### config.mk
export PLATFORM = sky130hd
export DESIGN_NAME = seven_segment_arbiter
export DESIGN_NICKNAME = d
export VERILOG_FILES = /design/src/rtl/seven_segment_arbiter.sv
export SDC_FILE = /design/constraint.sdc
export NUM_CORES = 1
export LEC_CHECK = 0
export ABC_AREA = 1
export CAP_MARGIN = 5
export CORE_MARGIN = 5
export CORE_UTILIZATION = 35
export DETAILED_ROUTE_END_ITERATION = 7
export GPL_TIMING_DRIVEN = 0
export SYNTH_ARGS = -nofsm -noshare
export SYNTH_HDL_FRONTEND = slang
export SYNTH_SLANG_ARGS = --single-unit
### constraint.sdc
create_clock -name i_Clk -period 4 [get_ports i_Clk]
set_input_delay 0.8 -clock i_Clk [delete_from_list [all_inputs] [get_ports i_Clk]]
set_output_delay 0.8 -clock i_Clk [all_outputs]
set_load 0.01 [all_outputs]
### src/rtl/seven_segment_arbiter.sv
// Round-robin owner selection for the two seven-segment digits, with a minimum
// hold before a contested owner is revoked and a blank gap between owners.
module seven_segment_arbiter #(
  parameter int unsigned g_HOLD_CYCLES = 25000000/2,
  parameter int unsigned g_GAP_CYCLES  = 25000/10
) (
  input  logic       i_Clk,
  input  logic       i_Rst_L,
  input  logic [2:0] i_Req,
  input  logic [7:0] i_Data0,
  input  logic [7:0] i_Data1,
  input  logic [7:0] i_Data2,
  output logic [2:0] o_Grant,
  output logic       o_Busy,
  output logic [6:0] o_Seg_Upper,
  output logic [6:0] o_Seg_Lower
);

  localparam int unsigned HW = (g_HOLD_CYCLES > 1) ? $clog2(g_HOLD_CYCLES) : 1;
  localparam int unsigned GW = (g_GAP_CYCLES > 1) ? $clog2(g_GAP_CYCLES) : 1;
  localparam logic [HW-1:0] HOLD_MAX = HW'(g_HOLD_CYCLES - 1);
  localparam logic [GW-1:0] GAP_MAX  = GW'(g_GAP_CYCLES - 1);

  typedef enum logic [1:0] {
    S_IDLE = 2'd0,
    S_OWN  = 2'd1,
    S_GAP  = 2'd2
  } state_e;

  function automatic logic [6:0] hex_decode(input logic [3:0] v);
    case (v)
      4'h0: return 7'h3F;
      4'h1: return 7'h06;
      4'h2: return 7'h5B;
      4'h3: return 7'h4F;
      4'h4: return 7'h66;
      4'h5: return 7'h6D;
      4'h6: return 7'h7D;
      4'h7: return 7'h07;
      4'h8: return 7'h7F;
      4'h9: return 7'h6F;
      4'hA: return 7'h77;
      4'hB: return 7'h7C;
      4'hC: return 7'h39;
      4'hD: return 7'h5E;
      4'hE: return 7'h79;
      4'hF: return 7'h71;
      default: return 7'h00;
    endcase
  endfunction

  function automatic logic [1:0] rr_next(input logic [1:0] i);
    case (i)
      2'd0:    return 2'd1;
      2'd1:    return 2'd2;
      default: return 2'd0;
    endcase
  endfunction

  // Search order last+1, last+2, last; caller guarantees some request is high.
  function automatic logic [1:0] rr_pick(input logic [2:0] req, input logic [1:0] last);
    logic [1:0] c1;
    logic [1:0] c2;
    c1 = rr_next(last);
    c2 = rr_next(c1);
    if (req[c1]) begin
      return c1;
    end else if (req[c2]) begin
      return c2;
    end else begin
      return last;
    end
  endfunction

  function automatic logic [2:0] one_hot(input logic [1:0] i);
    case (i)
      2'd0:    return 3'b001;
      2'd1:    return 3'b010;
      2'd2:    return 3'b100;
      default: return 3'b000;
    endcase
  endfunction

  function automatic logic [7:0] sel_data(input logic [1:0] i, input logic [7:0] a,
                                          input logic [7:0] b, input logic [7:0] c);
    case (i)
      2'd0:    return a;
      2'd1:    return b;
      2'd2:    return c;
      default: return 8'h00;
    endcase
  endfunction

  state_e        state_q, state_d;
  logic [1:0]    last_q, last_d;
  logic [HW-1:0] hold_q, hold_d;
  logic [GW-1:0] gap_q, gap_d;
  logic [2:0]    grant_q, grant_d;
  logic          busy_q, busy_d;
  logic [6:0]    seg_u_q, seg_u_d;
  logic [6:0]    seg_l_q, seg_l_d;

  logic [1:0] win_s;
  logic [7:0] win_data_s;
  logic [7:0] own_data_s;
  logic       owner_req_s;
  logic       other_req_s;

  assign win_s       = rr_pick(i_Req, last_q);
  assign win_data_s  = sel_data(win_s, i_Data0, i_Data1, i_Data2);
  assign own_data_s  = sel_data(last_q, i_Data0, i_Data1, i_Data2);
  assign owner_req_s = |(i_Req & one_hot(last_q));
  assign other_req_s = |(i_Req & ~one_hot(last_q));

  always_comb begin
    state_d = state_q;
    last_d  = last_q;
    hold_d  = hold_q;
    gap_d   = gap_q;
    grant_d = grant_q;
    busy_d  = busy_q;
    seg_u_d = seg_u_q;
    seg_l_d = seg_l_q;
    case (state_q)
      S_IDLE: begin
        if (|i_Req) begin
          state_d = S_OWN;
          last_d  = win_s;
          hold_d  = '0;
          grant_d = one_hot(win_s);
          busy_d  = 1'b1;
          seg_u_d = hex_decode(win_data_s[7:4]);
          seg_l_d = hex_decode(win_data_s[3:0]);
        end else begin
          grant_d = 3'b000;
          busy_d  = 1'b0;
          seg_u_d = 7'h00;
          seg_l_d = 7'h00;
        end
      end
      S_OWN: begin
        // Release is immediate; revocation needs the full hold and a rival.
        if (!owner_req_s || ((hold_q == HOLD_MAX) && other_req_s)) begin
          state_d = S_GAP;
          gap_d   = '0;
          grant_d = 3'b000;
          busy_d  = 1'b1;
          seg_u_d = 7'h00;
          seg_l_d = 7'h00;
        end else begin
          grant_d = one_hot(last_q);
          busy_d  = 1'b1;
          seg_u_d = hex_decode(own_data_s[7:4]);
          seg_l_d = hex_decode(own_data_s[3:0]);
          if (hold_q != HOLD_MAX) begin
            hold_d = hold_q + HW'(1);
          end else begin
            hold_d = hold_q;
          end
        end
      end
      S_GAP: begin
        grant_d = 3'b000;
        busy_d  = 1'b1;
        seg_u_d = 7'h00;
        seg_l_d = 7'h00;
        if (gap_q == GAP_MAX) begin
          if (|i_Req) begin
            state_d = S_OWN;
            last_d  = win_s;
            hold_d  = '0;
            grant_d = one_hot(win_s);
            seg_u_d = hex_decode(win_data_s[7:4]);
            seg_l_d = hex_decode(win_data_s[3:0]);
          end else begin
            state_d = S_IDLE;
            busy_d  = 1'b0;
          end
        end else begin
          gap_d = gap_q + GW'(1);
        end
      end
      default: begin
        state_d = S_IDLE;
        last_d  = 2'd2;
        hold_d  = '0;
        gap_d   = '0;
        grant_d = 3'b000;
        busy_d  = 1'b0;
        seg_u_d = 7'h00;
        seg_l_d = 7'h00;
      end
    endcase
  end

  always_ff @(posedge i_Clk or negedge i_Rst_L) begin
    if (!i_Rst_L) begin
      state_q <= S_IDLE;
      last_q  <= 2'd2;
      hold_q  <= '0;
      gap_q   <= '0;
      grant_q <= 3'b000;
      busy_q  <= 1'b0;
      seg_u_q <= 7'h00;
      seg_l_q <= 7'h00;
    end else begin
      state_q <= state_d;
      last_q  <= last_d;
      hold_q  <= hold_d;
      gap_q   <= gap_d;
      grant_q <= grant_d;
      busy_q  <= busy_d;
      seg_u_q <= seg_u_d;
      seg_l_q <= seg_l_d;
    end
  end

  assign o_Grant     = grant_q;
  assign o_Busy      = busy_q;
  assign o_Seg_Upper = seg_u_q;
  assign o_Seg_Lower = seg_l_q;

endmodule

==> results.toml <==
[logic_synthesis]
synth-simple-area-share_pct = 35.0
post_synth.cell_area_avg_um2 = 7.10
ys_seq_elements = 58
synth_area_leaders = "dfrtp_1 31%, nand2_1 14%, inv_1 6.6%, ha_1 6.2%, nand3_1 5.3%"
synthFlopType = "dfrtp_1"
yosys.area.top_type = "dfrtp_1"
synth_top_family_by_area = "simple AND/OR/NAND/NOR gates"
synth_mux_area_share_pct = 0
ys_warn_count = 0
yosysMostFrequentCell = "nand2_1"
yosysUniqueCellTypes = 42
syn-num-nets = 708
async_flop_share_pct = 100
seq_area_frac_synth_pct = 31.2
synth_edf_count = 0
netlist_area_mm2 = 0.00466
synth_commonest_cells = "169 x nand2_1, 82 x inv_1, 57 x dfrtp_1"
synthAdderAreaFrac_pct = 6.18
synth_top_area_share_pct = 30.6
synth_cells = 656
synth-xor-area-share_pct = 3.95
synth_compound_area_share_pct = 14.2

[sta]
fmax_mhz = 324
setup_viol = 0
fin_ws_ns = 0.917
hold_ws_ns = 0.464
fin_crit_sh_pct = 77.1
finalHoldViolCount = 0
fin_skew_ns = 0.00751
slew_headroom_pct = 53.7
rsz0062_at_grt = "false"
worst_pin_slew_ns = 0.695
min_period_ns = 3.08
tns_ns = 0
drv_slew = 0

[drt]
wire_per_inst_um = 14.6
drt-pass1-iter-count = 7
ant_nets = 0
drt-total-wl_um = 13100
drt-initial-drc-count = 416
vias = 4670
drc = 0
drt-vias-per-instance = 5.22

[job]
maxCapViolations = 0

[critical_path]
rr_endpoint = "hold_q[2]"
required_ns = 4.20
reg2regPathDepth = 12
start_kind = "input port"
rrSetupSlack_ns = 1.28
crit_type = "in2reg"
crit_end = "o_Seg_Lower[1]"
r2r-start = "gap_q[0]"
critPathArrivalTime_ns = 3.29
critPathLaunch = "i_Req[2]"
worst_setup_path_end_kind = "flop"
cp_max_fo = 10

[cells_and_area]
antenna_cells = 0
layout-drive-gt1-share_pct = 8.48
final_core_util_pct = 43.1
nNetsFinal = 766
fin_cells = 895
finalInstanceArea_mm2 = 0.00566
syn_to_final_growth_pct = 21.6

[grt]
grt_pass1_vias = 4459
grt_usage_pct = 17.1
antenna_found_initial = 0
grt_max_degree = 37
grt-ovfl-total = 0
grt_pass1_wl_um = 22100

[cts]
postCtsSetupBuffers = 0
cts_sinks = 58
cts_hold_buf = 0
tritoncts = "built"
cts_resized = 0
clk_path_buf_depth = 2
htree_levels = 3
root_buffer = "clkbuf_16"
path_clk_slew_ns = 0.05
insertion_delay_ns = 0.33
cts_buffers = 9

[floorplanning]
design.core.area_mm2 = 0.0131
io_pins = 47
die_height_um = 125
start_util_pct = 35.4
row_count = 42
dieArea_mm2 = 0.0157
dieWidth_um = 125

[place]
dpl-instance-area_mm2 = 0.00535
dp.cells = 879
post-dp-hpwl_um = 10200
gp_congestion = 0.924
portBuffers = 46
post-place-ws_ns = 0.577

[power_and_ir_drop]
combPwrFrac_pct = 62.5
total_power_mw = 4.19
switching_power_mw = 2.06
p_clk_share_pct = 19.0
p_leak_nw = 2.51
seqPwrFrac_pct = 18.6
swShare_pct = 49.3
cell_internal_pwr_mw = 2.12
peakVddDrop_v = 0.000429
p_per_area_mw_per_mm2 = 740

[min_path]
hold_path_class = "in2async"

[run_status]
status = "completed"
## flip-flops by register name, summed over array words and instances, names as in the netlist
register     flops
o_Seg_Lower      7
hold_q          24
state_q          2
o_Seg_Upper      7
gap_q           12
o_Busy           1
o_Grant          3
last_q           2
## how the worst min path moves through the flow
stage / from / endpoint / slack (ns) / depth (start not counted)
after global placement: hold_q[23] / hold_q[23] / 0.47 / 2
after detailed placement: hold_q[23] / hold_q[23] / 0.47 / 2
after floorplan: hold_q[23] / hold_q[23] / 0.45 / 2
after CTS: i_Rst_L / hold_q[14] / 0.48 / 1
after global routing: i_Rst_L / gap_q[5] / 0.53 / 1
final: i_Rst_L / hold_q[14] / 0.46 / 1
## layout by cell type (no fill, tap or decap), types with 3 or more instances in the layout
master and count:
inv_1 82, nand3_2 10, buf_2 8, clkbuf_16 9, nor2_2 6, o211ai_1 10
ha_1 23, nor2_1 39, a21oi_1 15, clkbuf_1 9, clkdlybuf4s50_1 45, o22ai_1 7
nor2_4 3, o311ai_0 5, o31ai_1 17, nand2_1 169, buf_6 4, nor3_1 18
o21ai_1 6, o21ai_0 34, nor4_1 5, dfrtp_1 57, clkbuf_8 3, inv_2 6
xor2_1 19, nand4_1 36, nand3_1 49
## power by group through the flow
stage               registers [mW]  clock network (mW)  logic (mW)
floorplan                    0.813                   0        1.82
global placement             0.786                   0        2.55
detailed placement           0.786                   0        2.59
CTS                          0.777               0.809        2.61
global route                 0.791               0.838        2.95
finish                       0.777               0.794        2.61
## cell families after synthesis
group                    Yosys count
AND/OR/NAND/NOR                  343
flip-flops                        58
adder cells (fa/ha/maj)           23
buffers and inverters            107
AO/OA/AOI/OAI                    104
XOR/XNOR                          21
## layer usage
metal | share of wire (%) | global-route usage (%) | up-vias
met4 | 2.2 | 6.25 | 0
li1 | - | - | 2338
met1 | 47 | 23.2 | 2166
met2 | 46 | 27.0 | 145
met5 | 0 | 0 | -
met3 | 5.0 | 3.62 | 21
## worst max-delay path: stages
cell and delay, ns:
clkdlybuf4s50_1 0.52, inv_1 0.11, nor2_2 0.24, nor2_4 0.07, nand3_4 0.15, nand2_4 0.09, buf_6 0.16, nand3_1 0.07
nand2_1 0.09, nor2_4 0.17, inv_1 0.11, ha_1 0.30, nor3_1 0.20, nor2_1 0.06, nand2_1 0.07, nand2_1 0.06
## cell type report
| type | count | area, um^2 |
|---|---|---|
| Inverter | 89 | 334 |
| Tap cell | 176 | 220 |
| Timing Repair Buffer | 47 | 475 |
| Fill cell | 1353 | 7480 |
| Sequential cell | 58 | 1450 |
| Multi-Input combinational cell | 491 | 2760 |
| Buffer | 18 | 106 |
| Clock inverter | 2 | 35.0 |
| Clock buffer | 14 | 274 |
No activity file was read; power rests on OpenSTA's default activity.
